**config.mk**
```make
export PLATFORM = sky130hd
export DESIGN_NAME = i2c_config_sequencer
export DESIGN_NICKNAME = d
export VERILOG_FILES = /design/src/rtl/i2c_config_sequencer_pkg.sv /design/src/rtl/i2c_tick_gen.sv /design/src/rtl/i2c_config_sequencer.sv
export SDC_FILE = /design/constraint.sdc
export NUM_CORES = 1
export LEC_CHECK = 0
export ABC_AREA = 0
export CORE_ASPECT_RATIO = 0.9
export CORE_MARGIN = 5
export CORE_UTILIZATION = 45
export DETAILED_ROUTE_END_ITERATION = 8
export GPL_TIMING_DRIVEN = 0
export PLACE_DENSITY_LB_ADDON = 0.12
export SYNTH_ARGS = -nofsm -noshare
export SYNTH_HDL_FRONTEND = slang
export SYNTH_SLANG_ARGS = --single-unit
```
**constraint.sdc**
```tcl
create_clock -name CLK_50 -period 2.2 [get_ports CLK_50]
set_clock_uncertainty 0.05 [all_clocks]
set_input_delay 0.66 -clock CLK_50 [delete_from_list [all_inputs] [get_ports CLK_50]]
set_output_delay 0.66 -clock CLK_50 [all_outputs]
set_load 0.05 [all_outputs]
```
**src/rtl/i2c_config_sequencer_pkg.sv**
```systemverilog
// Shared definitions for the I2C configuration sequencer.
//   seq_state_e : sequencer FSM states
//   FAIL_CH_W   : width of the failing-channel index (and of the channel cursor)
//   ARM_HOLD    : cycles CH_RESET[cur] is held low (or high, on retry) before moving on
//   HOLD_W      : width of the hold counter
package i2c_config_sequencer_pkg;

    typedef enum logic [2:0] {
        ST_IDLE,
        ST_ARM,
        ST_LAUNCH,
        ST_WAIT,
        ST_NEXT,
        ST_DONE,
        ST_FAIL,
        ST_RETRY
    } seq_state_e;

    localparam int FAIL_CH_W = 3;
    localparam int ARM_HOLD  = 2;
    localparam int HOLD_W    = 2;

endpackage

```
**src/rtl/i2c_tick_gen.sv**
```systemverilog
// Free-running bit-rate enable generator.
//   CLK_50 : system clock
//   RESET  : asynchronous active-high reset
//   TICK   : one-cycle pulse every CLK_HZ/TICK_HZ clocks, registered
module i2c_tick_gen #(
    parameter int CLK_HZ  = 50_000_000,
    parameter int TICK_HZ = 400_000
) (
    input  logic CLK_50,
    input  logic RESET,
    output logic TICK
);

    localparam int DIV = CLK_HZ / TICK_HZ;
    localparam int CW  = (DIV > 1) ? $clog2(DIV) : 1;

    logic [CW-1:0] cnt_q, cnt_d;
    logic          tick_q, tick_d;

    always_comb begin
        tick_d = (cnt_q == CW'(DIV - 1));
        cnt_d  = tick_d ? '0 : cnt_q + CW'(1);
    end

    always_ff @(posedge CLK_50 or posedge RESET) begin
        if (RESET) begin
            cnt_q  <= '0;
            tick_q <= 1'b0;
        end else begin
            cnt_q  <= cnt_d;
            tick_q <= tick_d;
        end
    end

    assign TICK = tick_q;

endmodule

```
**src/rtl/i2c_config_sequencer.sv**
```systemverilog
// Runs NUM_CH I2C configuration engines one after another, releasing each
// from reset, starting it, and waiting for done / error / timeout.
//   CLK_50, RESET      : clock, asynchronous active-high reset
//   RESTART            : one-cycle pulse, rerun the whole sequence from channel 0
//   TICK_400K          : shared bit-rate enable for the engines
//   CH_RESET/CH_START  : per-engine hold reset and start pulse
//   CH_DONE/CH_ERR     : per-engine completion / error pulses
//   CH_RELEASE         : sticky per-channel completion flags
//   ALL_RELEASE        : every channel completed
//   FAIL/FAIL_CH       : sticky abort flag and the channel that caused it
// Build option: define CFG_SEQ_RETRY_EN to retry a failing channel up to
// MAX_RETRY times before aborting.
module i2c_config_sequencer
    import i2c_config_sequencer_pkg::*;
#(
    parameter int NUM_CH        = 2,
    parameter int CLK_HZ        = 50_000_000,
    parameter int TICK_HZ       = 400_000,
    parameter int TIMEOUT_TICKS = 65535,
    parameter int MAX_RETRY     = 3
) (
    input  logic                 CLK_50,
    input  logic                 RESET,
    input  logic                 RESTART,
    output logic                 TICK_400K,
    output logic [NUM_CH-1:0]    CH_RESET,
    output logic [NUM_CH-1:0]    CH_START,
    input  logic [NUM_CH-1:0]    CH_DONE,
    input  logic [NUM_CH-1:0]    CH_ERR,
    output logic [NUM_CH-1:0]    CH_RELEASE,
    output logic                 ALL_RELEASE,
    output logic                 FAIL,
    output logic [FAIL_CH_W-1:0] FAIL_CH
);

    localparam int TO_W = $clog2(TIMEOUT_TICKS + 1);

    if (NUM_CH < 1 || NUM_CH > 8 || TIMEOUT_TICKS < 1 || MAX_RETRY < 0) begin : g_bad_param
        $error("i2c_config_sequencer: parameter out of range");
    end

    logic tick;

    i2c_tick_gen #(
        .CLK_HZ (CLK_HZ),
        .TICK_HZ(TICK_HZ)
    ) u_tick_gen (
        .CLK_50(CLK_50),
        .RESET (RESET),
        .TICK  (tick)
    );

    assign TICK_400K = tick;

    seq_state_e           state_q, state_d;
    logic [FAIL_CH_W-1:0] cur_q, cur_d, cur_inc;
    logic [HOLD_W-1:0]    hold_q, hold_d;
    logic [TO_W-1:0]      to_q, to_d;
    logic                 pend_q, pend_d;
    logic [NUM_CH-1:0]    ch_reset_q, ch_reset_d;
    logic [NUM_CH-1:0]    ch_start_q, ch_start_d;
    logic [NUM_CH-1:0]    ch_release_q, ch_release_d;
    logic                 all_release_q, all_release_d;
    logic                 fail_q, fail_d;
    logic [FAIL_CH_W-1:0] fail_ch_q, fail_ch_d;

`ifdef CFG_SEQ_RETRY_EN
    localparam int RT_W = (MAX_RETRY > 0) ? $clog2(MAX_RETRY + 1) : 1;
    logic [RT_W-1:0] retry_q, retry_d;
`endif

    logic [NUM_CH-1:0] cur_mask, inc_mask;
    logic              sel_done, sel_err, timed_out, in_arm_launch, take_fail;

    // Shift-based one-hot masks avoid indexing a NUM_CH vector with a 3-bit cursor.
    assign cur_inc       = cur_q + FAIL_CH_W'(1);
    assign cur_mask      = NUM_CH'(1) << cur_q;
    assign inc_mask      = NUM_CH'(1) << cur_inc;
    assign sel_done      = |(CH_DONE & cur_mask);
    assign sel_err       = |(CH_ERR & cur_mask);
    assign timed_out     = (to_q == TO_W'(TIMEOUT_TICKS));
    assign in_arm_launch = (state_q == ST_ARM) || (state_q == ST_LAUNCH);

    always_comb begin
        state_d      = state_q;
        cur_d        = cur_q;
        hold_d       = hold_q;
        to_d         = to_q;
        pend_d       = pend_q;
        ch_reset_d   = ch_reset_q;
        ch_start_d   = '0;
        ch_release_d = ch_release_q;
        fail_d       = fail_q;
        fail_ch_d    = fail_ch_q;
        take_fail    = 1'b0;
`ifdef CFG_SEQ_RETRY_EN
        retry_d      = retry_q;
`endif

        // A restart arriving while an engine is being armed/launched is held
        // back and acted on once the sequencer reaches WAIT.
        if (in_arm_launch) begin
            pend_d = pend_q | RESTART;
        end

        if (!in_arm_launch && (RESTART || pend_q)) begin
            // IDLE drives every CH_RESET high for one cycle, then arms channel 0.
            state_d      = ST_IDLE;
            cur_d        = '0;
            hold_d       = '0;
            pend_d       = 1'b0;
            ch_reset_d   = '1;
            ch_release_d = '0;
            fail_d       = 1'b0;
            fail_ch_d    = '0;
`ifdef CFG_SEQ_RETRY_EN
            retry_d      = '0;
`endif
        end else begin
            case (state_q)
                ST_IDLE: begin
                    state_d    = ST_ARM;
                    hold_d     = '0;
                    ch_reset_d = ch_reset_q & ~cur_mask;
                end
                ST_ARM: begin
                    if (hold_q == HOLD_W'(ARM_HOLD - 1)) begin
                        state_d    = ST_LAUNCH;
                        ch_start_d = cur_mask;
                    end else begin
                        hold_d = hold_q + HOLD_W'(1);
                    end
                end
                ST_LAUNCH: begin
                    state_d = ST_WAIT;
                    to_d    = '0;
                end
                ST_WAIT: begin
                    if (tick && !timed_out) begin
                        to_d = to_q + TO_W'(1);
                    end
                    if (sel_done) begin
                        ch_release_d = ch_release_q | cur_mask;
                        state_d      = ST_NEXT;
                    end else if (sel_err || timed_out) begin
`ifdef CFG_SEQ_RETRY_EN
                        if (retry_q < RT_W'(MAX_RETRY)) begin
                            retry_d    = retry_q + RT_W'(1);
                            ch_reset_d = ch_reset_q | cur_mask;
                            hold_d     = '0;
                            state_d    = ST_RETRY;
                        end else begin
                            take_fail = 1'b1;
                        end
`else
                        take_fail = 1'b1;
`endif
                    end
                end
                ST_NEXT: begin
                    if (cur_q == FAIL_CH_W'(NUM_CH - 1)) begin
                        state_d = ST_DONE;
                    end else begin
                        cur_d      = cur_inc;
                        hold_d     = '0;
                        ch_reset_d = ch_reset_q & ~inc_mask;
                        state_d    = ST_ARM;
`ifdef CFG_SEQ_RETRY_EN
                        retry_d    = '0;
`endif
                    end
                end
                ST_RETRY: begin
                    if (hold_q == HOLD_W'(ARM_HOLD - 1)) begin
                        hold_d     = '0;
                        ch_reset_d = ch_reset_q & ~cur_mask;
                        state_d    = ST_ARM;
                    end else begin
                        hold_d = hold_q + HOLD_W'(1);
                    end
                end
                ST_DONE, ST_FAIL: begin
                    state_d = state_q;
                end
                default: begin
                    state_d = ST_IDLE;
                end
            endcase

            if (take_fail) begin
                state_d    = ST_FAIL;
                fail_d     = 1'b1;
                fail_ch_d  = cur_q;
                ch_reset_d = ch_reset_q | cur_mask;
            end
        end

        all_release_d = &ch_release_d;
    end

    always_ff @(posedge CLK_50 or posedge RESET) begin
        if (RESET) begin
            state_q       <= ST_IDLE;
            cur_q         <= '0;
            hold_q        <= '0;
            to_q          <= '0;
            pend_q        <= 1'b0;
            ch_reset_q    <= '1;
            ch_start_q    <= '0;
            ch_release_q  <= '0;
            all_release_q <= 1'b0;
            fail_q        <= 1'b0;
            fail_ch_q     <= '0;
`ifdef CFG_SEQ_RETRY_EN
            retry_q       <= '0;
`endif
        end else begin
            state_q       <= state_d;
            cur_q         <= cur_d;
            hold_q        <= hold_d;
            to_q          <= to_d;
            pend_q        <= pend_d;
            ch_reset_q    <= ch_reset_d;
            ch_start_q    <= ch_start_d;
            ch_release_q  <= ch_release_d;
            all_release_q <= all_release_d;
            fail_q        <= fail_d;
            fail_ch_q     <= fail_ch_d;
`ifdef CFG_SEQ_RETRY_EN
            retry_q       <= retry_d;
`endif
        end
    end

    assign CH_RESET    = ch_reset_q;
    assign CH_START    = ch_start_q;
    assign CH_RELEASE  = ch_release_q;
    assign ALL_RELEASE = all_release_q;
    assign FAIL        = fail_q;
    assign FAIL_CH     = fail_ch_q;

endmodule

```
# Word-level counts from Yosys, hierarchy flattened
# Index checks and enable logic that the tools add are counted.
[word_totals]
inputBits = 7
ff_bits = 44
word_cells = 111
[classes]
n_mux = 39
reduce_logical = 23
eq_ne = 20
add_sub_neg = 4
bitwise_logic = 10
n_shift = 2
[op_table]
columns = ["cell", "count"]
rows = [
  ["3-bit two-way mux", 11],
  ["16-bit one-hot mux with 2 select lines", 1],
  ["2-bit two-way mux", 14],
  ["3-bit one-hot mux with 6 select lines", 1],
  ["16-bit by 1-bit adder with 16-bit output, second input constant", 1],
  ["16-bit == test, second input constant", 1],
  ["16-bit two-way mux", 1],
  ["3-bit == test, second input constant", 4],
  ["4-bit inequality test, second input constant", 3],
  ["5-bit nonzero test", 2],
  ["3-bit inequality test, second input constant", 3],
  ["3-bit AND reduction", 3],
  ["2-bit bitwise AND", 4],
  ["1-bit two-way mux", 8],
  ["2-bit one-hot mux with 4 select lines", 1],
  ["2-bit nonzero test", 4],
  ["7-bit by 1-bit adder with 7-bit output, second input constant", 1],
  ["7-bit == test, second input constant", 1],
  ["7-bit two-way mux", 1],
  ["3-bit by 1-bit == test with 1-bit output, second input constant", 2],
  ["3-bit by 2-bit == test with 1-bit output, second input constant", 2],
  ["2-bit one-hot mux with 3 select lines", 1],
  ["2-bit OR reduction", 3],
  ["1-bit by 3-bit << shifter with 2-bit output, first input constant", 2],
  ["other kinds (15)", 23],
]

# Longest topological paths before layout
[logic_depth]
word_depth = 10
mapped_depth = 7
depth_no_buf = 7

# Cells and area by module
# From an unflattened synthesis, not the netlist that was laid out.
[unflattened]
hier_cells = 270
hier_area_um2 = 2541.2
[by_module_without_submodules]
columns = ["mod", "area_per_inst_um2", "seq_area_each_um2", "instances", "cells_each"]
rows = [
  ["i2c_config_sequencer", 2167.1, 903.4, 1, 237],
  ["i2c_tick_gen", 374.1, 200.2, 1, 33],
]

# Least setup slack after synthesis
# No wires, ideal clock.
[synth_timing]
path_kind = "input port to flip-flop"
startpoint = "in RESTART"
endpoint = "reg to_q[15]"
setup_ps = 78
path_buffers = 2
arrival_time_ps = 2226
stages = 7
path_slack_ps = -154
cell_sequence = "or2_1 -> buf_2 -> o21a_1 -> buf_6 -> or4b_4 -> or3_1 -> a21oi_1"
[synth_between]
elab_chain_cells = 4
[synth_rtl]
columns = ["element", "line", "rtl"]
rows = [
  ["from (decl)", "i2c_config_sequencer.sv:24", "input logic RESTART,"],
  ["1-bit logical OR", "i2c_config_sequencer.sv:106", "if (!in_arm_launch && (RESTART || pend_q)) begin"],
  ["1-bit logical AND", "i2c_config_sequencer.sv:106", ""],
  ["1-bit inverter (no source line)", "n/a", ""],
  ["3-bit AND reduction (no source line)", "n/a", ""],
  ["to (signal assigned)", "i2c_config_sequencer.sv:221", "to_q <= to_d;"],
  ["to (decl)", "i2c_config_sequencer.sv:58", "logic [TO_W-1:0] to_q, to_d;"],
]
# Every way passes these cells.
# A chain may end at the register's enable or synchronous reset.

# Worst setup path after layout
[layout_timing]
startpoint = "reg state_q[0]"
endpoint = "reg to_q[13]"
[layout_between]
elab_chain_cells = 6
elab_cells_between_ends = 11
cone_classes = "eq/ne: 4; mux: 1; bitwise: 1; reduce/logical: 5"
[layout_rtl]
columns = ["element", "line", "rtl"]
rows = [
  ["from (decl)", "i2c_config_sequencer.sv:55", "seq_state_e state_q, state_d;"],
  ["from (signal assigned)", "i2c_config_sequencer.sv:218", "state_q <= state_d;"],
  ["3-bit by 1-bit == test with 1-bit output / 3-bit by 2-bit == test with 1-bit output (equally long branches)", "i2c_config_sequencer.sv:82, i2c_config_sequencer.sv:120", ""],
  ["1-bit logical OR", "i2c_config_sequencer.sv:82", "assign in_arm_launch = (state_q == ST_ARM) || (state_q == ST_LAUNCH);"],
  ["1-bit zero test", "i2c_config_sequencer.sv:106", ""],
  ["1-bit logical AND", "i2c_config_sequencer.sv:106", ""],
  ["1-bit inverter (no source line)", "n/a", ""],
  ["3-bit AND reduction (no source line)", "n/a", ""],
]
# Parallel ways exist; a longest one is shown, timed or not.

==> results.yml <==
grt:
  grt_pass1_vias: 1912
  grt_pass1_wl_um: 9211
  grt_max_degree: 32
  grt.overflow.total: 0
  grt_usage_pct: 16.18
  antenna_found_initial: 0
clock_tree:
  numCtsBuffers: 5
  root_buffer: "clkbuf_8"
  cts_tree: "yes"
  clk_pin_slew_ps: 80
  clock_sinks: 44
  hold_buffers: 0
  clock_path_buffers: 2
  htreeDepth: 2
  clock_latency_ps: 290
yosys:
  synth_enable_flop_cells: 0
  synth.avg_cell_area_um2: 9.240
  yosysSeqAreaShare_pct: 43.75
  async_reset_ff_share_pct: 100.0
  synth_cell_types: 54
  synthesis.nets: 287
  ys.flop_type: "dfrtp_1"
  synthTopCellsByArea: "dfrtp_1 42%, nor2_1 5.7%, ha_1 3.5%"
  synth-seq-cells: 44
  yosysTopAreaCell: "dfrtp_1"
  syn_inst: 273
  yosys_warnings: 0
  synth_area_um2: 2522
  synth_top_cell_area_share_pct: 41.67
critical_path:
  start_kind: "flip-flop"
  path_max_fanout: 4
  path_class: "reg -> reg"
  critPathRequiredTime_ps: 2380
  cp.arrival_ps: 2300
  crit_path_end_kind: "flip-flop"
job:
  maxCapViolCount: 0
sta:
  setup_tns_ps: 0
  max_slew_margin_pct: 56.83
  tightest_slew_ps: 641.7
  hold_viol: 0
  hold_slack_ps: 441.6
  min_period_ps: 2128
  rsz0062_at_grt: "yes"
  report.final.slew_viol_count: 0
  finalCritPeriodShare_pct: 96.72
  timing.fmax_mhz: 470.0
  setup_viol: 0
routing:
  first_pass_iters: 4
  ant_nets: 0
  drt_wl_total_um: 5278
  avgViaCountPerCell: 5.496
  vias: 2072
  wire_per_inst_um: 14.00
  drc: 0
  drt_iter0_markers: 90
floorplan:
  core_area_um2: 5349
  chipHeight_um: 81.03
  die_area_um2: 7205
  row_count: 25
  die_width_um: 88.92
  start_util_pct: 47.16
  ioPinCount: 19
layout:
  final_layout_size_suffix_gt1_share_pct: 14.52
  areaGrowthSynthToFinish_pct: 21.08
  antenna_cells: 0
  layout_common_cells: "41 x dfrtp_1, 37 x nor2_1, 22 x nand2_1, 13 x nand3_1, 12 x a21oi_1"
  layout_commonest_cell: "dfrtp_1"
  instances_no_fill: 377
  nets: 323
placed_design:
  dp_cells: 359
  detailed_place_hpwl_um: 3704
  io_buffers: 18
  gp_congestion: 0.8300
worst_hold_path:
  hp-class: "reg -> reg"
pwr:
  total_power_mw: 3.023
  irDropWorstVdd_mv: 0.6605
  powerDensity_nw_per_um2: 989.7
  total_leakage_power_nw: 1.353
status:
  status: "finished, final reports clean"
through the flow:
stage          instance area (um^2)  setup slack [ps]  util, %
4_1_cts                        2963             8.573    55.39
3_3_place_gp                   2786            -602.0    52.09
6_report                       3054             72.20    57.10
5_1_grt                        3054            -61.01    57.10
2_1_floorplan                  2522            -77.51        -
3_5_place_dp                   2806            -626.5    52.47
power breakdown:
part / switching (mW) / total [mW] / internal, mW
Combinational: 0.837 / 1.40 / 0.560
Clock: 0.277 / 0.614 / 0.337
Sequential: 0.0812 / 1.01 / 0.930
Total: 1.20 / 3.02 / 1.83
cell usage after synthesis, types with 3 or more instances:
cell type,count
ha_1,7
buf_2,3
nand3_1,13
clkbuf_1,9
nand4_1,8
xor2_1,6
nand2b_1,3
nor2_1,38
nor3_1,7
a211oi_1,3
mux2i_1,6
nand3b_1,4
nand2_1,22
dfrtp_1,42
o21ai_0,9
and3_1,3
a21oi_1,13
nor3b_1,4
nor4_1,4
inv_1,10
nor2b_1,3
or3_1,5
xnor2_1,8
area by class of cell:
type	instances	area [um^2]
Fill cell	473	2295
Sequential cell	44	1105
Clock inverter	2	35.03
Tap cell	67	83.83
Buffer	13	70.07
Multi-Input combinational cell	204	1345
Inverter	10	37.54
Clock buffer	6	72.57
Timing Repair Buffer	31	305.3
critical path, stage by stage, from the launching register on:
cell,delay (ps)
dfrtp_1,380
buf_6,130
xnor2_4,130
o21a_1,200
buf_6,110
or4b_4,550
or3_4,390
a21oi_2,130
registers in the layout, summed over array words and instances (netlist names):
name              cells
FAIL_CH               3
u_tick_gen.TICK       1
hold_q                2
CH_START              2
CH_RESET              2
CH_RELEASE            2
to_q                 16
ALL_RELEASE           1
pend_q                1
cur_q                 3
state_q               3
FAIL                  1
u_tick_gen.cnt_q      7
per-layer routing:
layer	routed length, um	GRT usage (%)	share of wire, %
met5	0	0	0
met4	44	3.625	0.83
met3	236	3.144	4.5
met2	2271	24.18	43
met1	2725	24.11	52
path summary, 6_finish.rpt:
path                                            endpoint                           from  slack (ps)  cells after the start
min                        u_tick_gen.cnt_q[6]$_DFF_PP0_  u_tick_gen.cnt_q[6]$_DFF_PP0_         440                      1
max in group asynchronous         state_q[1]$_DFFE_PP0P_                          RESET        1030                      3
min in group asynchronous          ALL_RELEASE$_DFF_PP0_                          RESET         580                      2
max reg2reg                         to_q[13]$_DFFE_PP0P_         state_q[0]$_DFFE_PP0P_          70                      7
max                                 to_q[13]$_DFFE_PP0P_         state_q[0]$_DFFE_PP0P_          70                      7
min reg2reg                u_tick_gen.cnt_q[6]$_DFF_PP0_  u_tick_gen.cnt_q[6]$_DFF_PP0_         440                      1
cells by family (layout without fill, tap and decap cells):
kind of cell             Yosys count  in the layout  share of synthesized area (%)
XOR/XNOR                          15             15                          5.506
AND/OR/NAND/NOR                  126            126                          25.69
multiplexers                       8              8                          3.274
adder cells (fa/ha/maj)            8              8                          3.869
AO/OA/AOI/OAI                     47             47                          13.44
flip-flops                        44             44                          43.75
buffers and inverters             25             62                          4.464
timing repair:
item,4_1_cts,5_1_grt
endpoints found under the hold margin,0,0
gates resized for setup,7,18
pin swaps,2,7
endpoints found under the setup margin,15,22
buffers inserted,6,6
Power figures use the tool's default switching activity.
